<file path="src/rtl/calc_pkg.sv">
`default_nettype none
// ============================================================================
//  Package     : calc_pkg
//  Description : Shared constants and types for the calculator datapath.
//                It covers the operand width, the BCD digit count, the BCD
//                adjust threshold and the converter state encoding.
//  Revision    : 1.0 - initial release
// ============================================================================
package calc_pkg;

    localparam int WIDTH      = 8;
    localparam int BCD_DIGITS = 3;

    // A nibble at or above this value overflows past 9 when it is doubled.
    localparam logic [3:0] BCD_ADJ_THRESH = 4'd5;

    typedef enum logic [1:0] {
        IDLE  = 2'd0,
        SHIFT = 2'd1,
        DONE  = 2'd2
    } state_t;

endpackage : calc_pkg
`default_nettype wire

</file>
<file path="src/rtl/bcd_nibble_adj.sv">
`default_nettype none
// ============================================================================
//  Module      : bcd_nibble_adj
//  Description : Combinational double-dabble correction for one BCD digit.
//                It adds 3 when the digit is 5 or more, so the next left
//                shift carries correctly into the next decimal digit.
//  Ports       : i_nibble  [3:0]  BCD digit before the shift
//                o_nibble  [3:0]  corrected digit
//  Revision    : 1.0 - initial release
// ============================================================================
module bcd_nibble_adj
    import calc_pkg::*;
(
    input  logic [3:0] i_nibble,
    output logic [3:0] o_nibble
);

    assign o_nibble = (i_nibble >= BCD_ADJ_THRESH) ? (i_nibble + 4'd3) : i_nibble;

endmodule : bcd_nibble_adj
`default_nettype wire

</file>
<file path="src/rtl/sum_to_bcd.sv">
`default_nettype none
// ============================================================================
//  Module      : sum_to_bcd
//  Description : Sequential binary-to-BCD converter for the adder result.
//                On start it captures the sign and magnitude of the
//                add/subtract result. It then converts the magnitude with
//                double dabble, one bit per clock, and publishes the BCD
//                digits with a one-cycle valid pulse.
//  Ports       : CLK      clock
//                RST_N    synchronous reset, active low
//                i_start  start request, accepted only while idle
//                i_value  adder result {carry, sum}
//                i_sub    1 = subtract path, 0 = add path
//                o_busy   conversion in progress
//                o_valid  one-cycle pulse with new o_bcd / o_sign
//                o_sign   1 = negative result
//                o_bcd    {hundreds, tens, ones}
//  Revision    : 1.0 - initial release
// ============================================================================
module sum_to_bcd
    import calc_pkg::*;
#(
    parameter int WIDTH  = calc_pkg::WIDTH,
    parameter int DIGITS = calc_pkg::BCD_DIGITS
)(
    input  logic                  CLK,
    input  logic                  RST_N,
    input  logic                  i_start,
    input  logic [WIDTH:0]        i_value,
    input  logic                  i_sub,
    output logic                  o_busy,
    output logic                  o_valid,
    output logic                  o_sign,
    output logic [4*DIGITS-1:0]   o_bcd
);

    localparam int                  c_CNT_W    = $clog2(WIDTH + 2);
    localparam logic [c_CNT_W-1:0]  c_CNT_LAST = c_CNT_W'(WIDTH);
    localparam logic [c_CNT_W-1:0]  c_CNT_ONE  = c_CNT_W'(1);
    localparam logic [WIDTH:0]      c_MAG_ONE  = (WIDTH+1)'(1);

    state_t                    r_state;
    state_t                    w_state_next;
    logic [WIDTH:0]            r_mag;
    logic [4*DIGITS-1:0]       r_bcd;
    logic [c_CNT_W-1:0]        r_cnt;
    logic                      r_sign;
    logic                      r_valid;
    logic                      r_sign_out;
    logic [4*DIGITS-1:0]       r_bcd_out;

    logic [WIDTH-1:0]          w_low;
    logic [WIDTH:0]            w_mag_cap;
    logic                      w_sign_cap;
    logic [4*DIGITS-1:0]       w_bcd_adj;
    logic [4*DIGITS+WIDTH:0]   w_shift;

    // Sign and magnitude of the incoming result.
    // A subtract without carry out is a borrow, so the low bits hold the
    // two's complement of the negative result. That magnitude needs the
    // extra bit, because a low byte of 0 means -2^WIDTH.
    assign w_low = i_value[WIDTH-1:0];

    always_comb begin
        w_sign_cap = 1'b0;
        w_mag_cap  = i_value;
        if (i_sub) begin
            if (i_value[WIDTH]) begin
                w_mag_cap = {1'b0, w_low};
            end else begin
                w_sign_cap = 1'b1;
                w_mag_cap  = {1'b0, ~w_low} + c_MAG_ONE;
            end
        end
    end

    generate
        for (genvar g = 0; g < DIGITS; g++) begin : g_adj
            bcd_nibble_adj u_adj (
                .i_nibble (r_bcd[4*g +: 4]),
                .o_nibble (w_bcd_adj[4*g +: 4])
            );
        end
    endgenerate

    // Corrected digits and remaining magnitude move left as one register.
    assign w_shift = {w_bcd_adj, r_mag} << 1;

    always_comb begin
        w_state_next = r_state;
        case (r_state)
            IDLE:    if (i_start) w_state_next = SHIFT;
            SHIFT:   if (r_cnt == c_CNT_LAST) w_state_next = DONE;
            DONE:    w_state_next = IDLE;
            default: w_state_next = IDLE;
        endcase
    end

    always_ff @(posedge CLK) begin
        if (!RST_N) begin
            r_state    <= IDLE;
            r_mag      <= '0;
            r_bcd      <= '0;
            r_cnt      <= '0;
            r_sign     <= 1'b0;
            r_valid    <= 1'b0;
            r_sign_out <= 1'b0;
            r_bcd_out  <= '0;
        end else begin
            r_state <= w_state_next;
            r_valid <= 1'b0;
            case (r_state)
                IDLE: begin
                    if (i_start) begin
                        r_sign <= w_sign_cap;
                        r_mag  <= w_mag_cap;
                        r_bcd  <= '0;
                        r_cnt  <= '0;
                    end
                end
                SHIFT: begin
                    r_bcd <= w_shift[4*DIGITS+WIDTH:WIDTH+1];
                    r_mag <= w_shift[WIDTH:0];
                    r_cnt <= r_cnt + c_CNT_ONE;
                end
                DONE: begin
                    r_bcd_out  <= r_bcd;
                    r_sign_out <= r_sign;
                    r_valid    <= 1'b1;
                end
                default: ;
            endcase
        end
    end

    assign o_busy  = (r_state != IDLE);
    assign o_valid = r_valid;
    assign o_sign  = r_sign_out;
    assign o_bcd   = r_bcd_out;

endmodule : sum_to_bcd
`default_nettype wire

</file>
<file path="config.mk">
export PLATFORM = sky130hd
export DESIGN_NAME = sum_to_bcd
export DESIGN_NICKNAME = d
export VERILOG_FILES = /design/src/rtl/calc_pkg.sv /design/src/rtl/bcd_nibble_adj.sv /design/src/rtl/sum_to_bcd.sv
export SDC_FILE = /design/constraint.sdc
export NUM_CORES = 1
export LEC_CHECK = 0
export BUFFER_PORTS_ARGS = -buffer_cell sky130_fd_sc_hd__buf_2
export CELL_PAD_IN_SITES_DETAIL_PLACEMENT = 1
export CELL_PAD_IN_SITES_GLOBAL_PLACEMENT = 1
export CORE_MARGIN = 2
export CORE_UTILIZATION = 45
export DETAILED_ROUTE_END_ITERATION = 10
export PLACE_DENSITY = 0.89
export SLEW_MARGIN = 10
export SYNTH_ARGS = -nofsm -noshare
export SYNTH_HDL_FRONTEND = slang
export SYNTH_SLANG_ARGS = --single-unit
</file>
<file path="constraint.sdc">
create_clock -name CLK -period 4.5 [get_ports CLK]
set_clock_uncertainty 0.2 [all_clocks]
set_input_delay 0.675 -clock CLK [delete_from_list [all_inputs] [get_ports CLK]]
set_output_delay 0.675 -clock CLK [all_outputs]
set_load 0.02 [all_outputs]
</file>
# Word level (Yosys, flattened, before mapping)
# Cells that the tools add are included.
[totals]
ff_bits = 42
in_bits = 13
elab_cells = 45
[op_classes]
addsub = 5
magnitude_cmp = 3
n_eq_ne = 5
mux = 17
n_bitwise = 1
n_reduce_logical = 6
[op_table]
columns = ["cell", "n"]
rows = [
  ["2-to-1 mux 9 bit", 3],
  ["one-hot mux 12 bit (2 select lines)", 1],
  ["one-hot mux 9 bit (2 select lines)", 1],
  ["greater-or-equal comparator 4 x 3 -> 1 bit, second input constant", 3],
  ["2-to-1 mux 12 bit", 1],
  ["2-to-1 mux 4 bit", 3],
  ["adder 8 x 1 -> 9 bit, second input constant", 1],
  ["adder 4 x 2 -> 4 bit, second input constant", 2],
  ["inverter 8 bit", 1],
  ["one-hot mux 4 bit (2 select lines)", 1],
  ["AND reduction 2 bit", 3],
  ["adder 4 x 1 -> 4 bit, second input constant", 1],
  ["equality test 4 bit, second input constant", 1],
  ["2-to-1 mux 2 bit", 2],
  ["!= test 2 bit, second input constant", 2],
  ["one-hot mux 2 bit (2 select lines)", 1],
  ["nonzero test 2 bit", 2],
  ["adder 3 x 2 -> 3 bit, second input constant", 1],
  ["2-to-1 mux 1 bit", 3],
  ["2-to-1 mux 3 bit", 1],
  ["equality test 2 x 1 -> 1 bit, second input constant", 1],
  ["equality test 2 bit, second input constant", 1],
  ["logical NOT 2 bit", 1],
]

# Logic depth before layout (Yosys ltp)
[depth]
word_depth = 6
depth_mapped = 6
mapped_depth_nobuf = 6

# Cells and area by module
# From an unflattened synthesis, not the netlist that was laid out.
[unflattened]
cells_unflattened = 237
area_unflattened_um2 = 2110.8
[by_module_without_submodules]
columns = ["mod", "instances", "cells_per_inst", "area_per_inst_um2", "seq_area_each_um2"]
rows = [
  ["sum_to_bcd", 1, 189, 1806.7, 840.8],
  ["bcd_nibble_adj", 3, 16, 101.3, 0.0],
]

# Least setup slack after synthesis
# No wires, ideal clock.
[synth_path]
kind = "input -> register"
start = "input port i_value[8]"
end = "register r_mag[7]"
setup_ns = 0.062
arrival_ns = 1.746
t_required_ns = 4.238
path_slack_ns = 2.492
path_stages = 5
cell_sequence = "nand2b_1 -> clkbuf_1 -> a31o_2 -> or4b_1 -> nand3_1"
[synth_via]
elab_chain_len = 4
[synth_rtl]
columns = ["item", "line", "text"]
rows = [
  ["from (decl)", "sum_to_bcd.sv:29", "input logic [WIDTH:0] i_value,"],
  ["2-to-1 mux 9 bit", "sum_to_bcd.sv:68", "if (i_value[WIDTH]) begin"],
  ["2-to-1 mux 9 bit", "sum_to_bcd.sv:67", "if (i_sub) begin"],
  ["2-to-1 mux 9 bit", "sum_to_bcd.sv:114", "if (i_start) begin"],
  ["one-hot mux 9 bit (2 select lines)", "sum_to_bcd.sv:112", "case (r_state)"],
  ["to (signal assigned)", "sum_to_bcd.sv:116", "r_mag <= w_mag_cap;"],
  ["to (signal assigned)", "sum_to_bcd.sv:123", "r_mag <= w_shift[WIDTH:0];"],
  ["to (decl)", "sum_to_bcd.sv:44", "logic [WIDTH:0] r_mag;"],
]
# Every way passes these cells. The select of a mux whose other input is x is not followed.
# A chain may end at the register's enable or synchronous reset.

# Final worst setup path
[layout_path]
start = "register r_state[1]"
end = "output port o_busy"
[layout_via]
elab_chain_len = 1
[layout_rtl]
columns = ["item", "line", "text"]
rows = [
  ["from (decl)", "sum_to_bcd.sv:42", "state_t r_state;"],
  ["from (signal assigned)", "sum_to_bcd.sv:110", "r_state <= w_state_next;"],
  ["nonzero test 2 bit", "sum_to_bcd.sv:136", "assign o_busy = (r_state != IDLE);"],
  ["to (decl)", "sum_to_bcd.sv:31", "output logic o_busy,"],
]
# Every way passes these cells.

==> flow_summary.html <==
<table>
<tr><th>Metric</th><th>Value</th></tr>
<tr><th colspan="2">Outcome</th></tr>
<tr><td>Run status</td><td>complete, no violations</td></tr>
<tr><th colspan="2">CTS</th></tr>
<tr><td>Clock tree from TritonCTS</td><td>built</td></tr>
<tr><td>Hold buffer count at cts</td><td>0</td></tr>
<tr><td>Later-pin clock latency in the skew report</td><td>0.30 ns</td></tr>
<tr><td>Maximum number of buffers from clock root to sink</td><td>2</td></tr>
<tr><td>Sinks on Clock Net</td><td>42</td></tr>
<tr><td>Clock buffer count from CTS</td><td>5</td></tr>
<tr><td>Clock root buffer</td><td>sky130_fd_sc_hd__clkbuf_8</td></tr>
<tr><td>Register clock-pin slew on the reported worst setup and hold paths</td><td>0.08 ns</td></tr>
<tr><td>CTS HTree Levels</td><td>2</td></tr>
<tr><td>Count of buffers added by post-CTS timing repair for setup</td><td>0</td></tr>
<tr><td>Number of gates given a new drive strength after cts</td><td>0</td></tr>
<tr><th colspan="2">Timing</th></tr>
<tr><td>Setup repair after global routing missed its margin</td><td>false</td></tr>
<tr><td>Max frequency</td><td>between 400 and 500 MHz</td></tr>
<tr><td>Number of endpoints failing setup at the final stage</td><td>0</td></tr>
<tr><td>Crit share post-route</td><td>45.07%</td></tr>
<tr><td>Setup slack of the critical path after layout</td><td>between 2 and 2.5 ns</td></tr>
<tr><td>Final critical path time including I/O delays and setup</td><td>2.028 ns</td></tr>
<tr><td>Pins over their slew limit</td><td>0</td></tr>
<tr><td>Slew of the pin with the lowest slew margin</td><td>1.028 ns</td></tr>
<tr><td>Tightest slew margin relative to the limit</td><td>about a third</td></tr>
<tr><td>Number of failing hold endpoints at the final stage</td><td>0</td></tr>
<tr><td>Total negative setup slack</td><td>0 ns</td></tr>
<tr><th colspan="2">Logic synthesis</th></tr>
<tr><td>Total of warnings raised by yosys</td><td>0</td></tr>
<tr><td>Summed instance area of the synthesized netlist</td><td>roughly 0.0021 mm²</td></tr>
<tr><td>Fraction of post-synthesis cell area in the top cell type by area</td><td>40.80%</td></tr>
<tr><td>Post-synth EDFFs</td><td>0</td></tr>
<tr><td>Number of library cell types mapped by synthesis</td><td>39</td></tr>
<tr><td>Sequential fraction of the synthesis area</td><td>40.80%</td></tr>
<tr><td>Mean Syn Cell Area</td><td>approximately 8.3 µm²</td></tr>
<tr><td>Post-synth ARST share</td><td>0%</td></tr>
<tr><td>Total nets after synthesis</td><td>approximately 270</td></tr>
<tr><td>Cell with the most instances after synthesis</td><td>sky130_fd_sc_hd__nand2_1</td></tr>
<tr><td>Library cell occupying the most area in the post-synthesis netlist</td><td>sky130_fd_sc_hd__dfxtp_1</td></tr>
<tr><td>Cells after synthesis</td><td>247</td></tr>
<tr><td>Register bit total from synthesis</td><td>42</td></tr>
<tr><td>Area contributors post-synth</td><td>sky130_fd_sc_hd__dfxtp_1, sky130_fd_sc_hd__nand2_1, sky130_fd_sc_hd__a21boi_0</td></tr>
<tr><td>Most used standard cells in the synthesized netlist</td><td>sky130_fd_sc_hd__nand2_1, sky130_fd_sc_hd__dfxtp_1, sky130_fd_sc_hd__a21boi_0</td></tr>
<tr><td>Top_reg_cell synth</td><td>sky130_fd_sc_hd__dfxtp_1</td></tr>
<tr><th colspan="2">Floorplanning</th></tr>
<tr><td>I/O pins</td><td>28</td></tr>
<tr><td>DIE WIDTH</td><td>71.67 µm</td></tr>
<tr><td>Number of cell rows</td><td>24</td></tr>
<tr><td>Y dimension of the die</td><td>71.67 µm</td></tr>
<tr><td>Die footprint</td><td>0.005137 mm²</td></tr>
<tr><td>Effective utilization at floorplan</td><td>approximately 47%</td></tr>
<tr><td>Core Region</td><td>approximately 0.0044 mm²</td></tr>
<tr><th colspan="2">Setup path</th></tr>
<tr><td>Critical path endpoint category</td><td>output port</td></tr>
<tr><td>Worst reg2reg endpoint</td><td>o_bcd[0]</td></tr>
<tr><td>Largest fanout on the critical path</td><td>9</td></tr>
<tr><td>Capturing element of the worst setup path</td><td>o_busy</td></tr>
<tr><td>Worst R2R Setup Slack</td><td>2.56 ns</td></tr>
<tr><td>CP Data Arrival Time</td><td>1.15 ns</td></tr>
<tr><td>Worst Path Class, Setup</td><td>reg -&gt; out</td></tr>
<tr><td>Number of cells on the worst reg-to-reg path</td><td>3</td></tr>
<tr><td>Startpoint type of the worst setup path</td><td>register</td></tr>
<tr><td>Launching instance or port of the critical path</td><td>r_state[1]</td></tr>
<tr><td>Launching point of the worst reg2reg path</td><td>r_state[1]</td></tr>
<tr><td>Data required time of the worst path</td><td>3.62 ns</td></tr>
<tr><th colspan="2">Layout</th></tr>
<tr><td>Layout filler cell count</td><td>549</td></tr>
<tr><td>Share of layout cells above drive strength 1</td><td>~15%</td></tr>
<tr><td>Area added between synthesis and finish</td><td>11.41%</td></tr>
<tr><td>Register cell area after layout</td><td>approximately 840 µm²</td></tr>
<tr><td>Antenna cells</td><td>0</td></tr>
<tr><td>Final net count</td><td>289</td></tr>
<tr><td>Multi-input gate area in the final layout</td><td>~0.0011 mm²</td></tr>
<tr><th colspan="2">Drt</th></tr>
<tr><td>Iteration-0 DRC Markers</td><td>a little over 80</td></tr>
<tr><td>Post-route DRC</td><td>0</td></tr>
<tr><td>Vias post-DR</td><td>between 1.5k and 2k</td></tr>
<tr><td>Mean number of vias per cell</td><td>5.509</td></tr>
<tr><td>Drt pass-1 iters</td><td>4</td></tr>
<tr><td>Routed length per placed instance</td><td>between 10 and 15 µm</td></tr>
<tr><td>Antenna viol nets, final</td><td>0</td></tr>
<tr><td>Drt total wl</td><td>4733 µm</td></tr>
<tr><th colspan="2">Place</th></tr>
<tr><td>Global placement routability congestion</td><td>0.7823</td></tr>
<tr><td>Worst slack after detailed placement</td><td>2.007 ns</td></tr>
<tr><td>Buffers on Ports</td><td>27</td></tr>
<tr><td>Detailed-placement wirelength estimate</td><td>3412 µm</td></tr>
<tr><th colspan="2">Power</th></tr>
<tr><td>IR drop worst, VDD</td><td>0.2183 mV</td></tr>
<tr><td>Reported leakage power</td><td>0.0008962 µW</td></tr>
<tr><td>Power Density</td><td>302.7 mW/mm²</td></tr>
<tr><th colspan="2">Global route</th></tr>
<tr><td>Wire length of the first global-routing pass</td><td>8355 µm</td></tr>
<tr><td>Vias in the first global route</td><td>about 1.9k</td></tr>
<tr><td>Largest net degree at the start of global routing</td><td>45</td></tr>
<tr><td>Number of antenna violations at the first check in global routing</td><td>0</td></tr>
<tr><td>Congestion Overflow GR</td><td>0</td></tr>
<tr><td>All-layer global routing usage</td><td>between 20% and 30%</td></tr>
<tr><th colspan="2">Worst hold path</th></tr>
<tr><td>Class of the tightest hold or removal check</td><td>reg -&gt; reg</td></tr>
<tr><th colspan="2">Flow run</th></tr>
<tr><td># Max-Cap Violations</td><td>0</td></tr>
</table>
[sequential cells by signal (all words and copies together), names as in the netlist]
register and count:
r_bcd 12, r_sign 1, o_bcd 12, r_cnt 4, o_valid 1, o_sign 1
r_state 2, r_mag 9
[where the power goes]
part,switching [µW],internal [µW]
Clock,132,109
Sequential,6.53,380
Combinational,40.9,26.1
Total,179,516
[cells by family (layout without fill, tap and decap cells)]
| kind of cell | Yosys count | after routing | share of synthesized area (%) |
|---|---|---|---|
| flops | 42 | 42 | 40.80 |
| simple gates | 100 | 100 | 24.17 |
| fa+ha+maj | 9 | 9 | 5.465 |
| compound gates | 59 | 59 | 19.49 |
| mux | 4 | 4 | 2.186 |
| xor+xnor | 7 | 7 | 2.975 |
| buf+inv | 26 | 47 | 4.918 |
[through the flow]
step,utilization (%),cells,instance area (µm²),power (µW),hold slack [ns]
floorplan,-,247,2061,442.4,0.2408
CTS,52.25,320,2291,703.3,0.2682
detailed placement,50.29,312,2205,462.8,0.2565
global placement,50.29,312,2205,459.9,0.2497
finish,52.37,320,2296,695.1,0.2627
global route,52.37,320,2296,727.6,0.2836
[layout make-up]
class                           instances  area share [%]
Clock buffer                            6           3.161
Clock inverter                          2          0.5995
Inverter                               12           1.962
Multi-Input combinational cell        179           48.94
Sequential cell                        42           36.62
Tap cell                               52           2.834
Timing Repair Buffer                   27           5.886
[worst max-delay path, stage by stage (launching register included)]
cell and delay (ns):
sky130_fd_sc_hd__dfxtp_1 0.38, sky130_fd_sc_hd__or2_2 0.32, sky130_fd_sc_hd__buf_2 0.16
[how the worst min path moves through the flow]
stage	from	to	slack (ns)	depth (start not counted)
detailed placement	o_bcd[5]	o_bcd[5]	0.26	2
global route	o_bcd[5]	o_bcd[5]	0.28	2
CTS	o_bcd[5]	o_bcd[5]	0.27	2
floorplan	r_mag[8]	r_bcd[0]	0.24	2
global placement	o_bcd[3]	o_bcd[3]	0.25	2
finish	o_bcd[5]	o_bcd[5]	0.26	2
[routing by layer]
metal	track usage [%]	wire (µm)
met2	36.63	2329
met4	8.595	95
met5	0	0
met3	4.079	149
met1	24.32	2158
[cell usage in the layout (no fill, tap or decap), types with 2 or more instances in the layout]
master	count
sky130_fd_sc_hd__nand2_1	43
sky130_fd_sc_hd__dfxtp_1	42
sky130_fd_sc_hd__buf_2	27
sky130_fd_sc_hd__a21boi_0	20
sky130_fd_sc_hd__o21ai_0	14
sky130_fd_sc_hd__inv_1	12
sky130_fd_sc_hd__nand3_1	11
sky130_fd_sc_hd__a21oi_1	9
sky130_fd_sc_hd__ha_1	9
sky130_fd_sc_hd__nor2b_1	7
sky130_fd_sc_hd__nor2_1	7
sky130_fd_sc_hd__nor3_1	6
sky130_fd_sc_hd__nand2b_1	6
sky130_fd_sc_hd__a22o_1	5
sky130_fd_sc_hd__xnor2_1	5
sky130_fd_sc_hd__clkbuf_8	5
sky130_fd_sc_hd__nand4_1	4
sky130_fd_sc_hd__and2_1	4
sky130_fd_sc_hd__mux2_2	4
sky130_fd_sc_hd__nor3b_1	3
sky130_fd_sc_hd__or4b_1	2
sky130_fd_sc_hd__xor2_1	2
sky130_fd_sc_hd__a222oi_1	2
(Power assumes the default switching activity.)
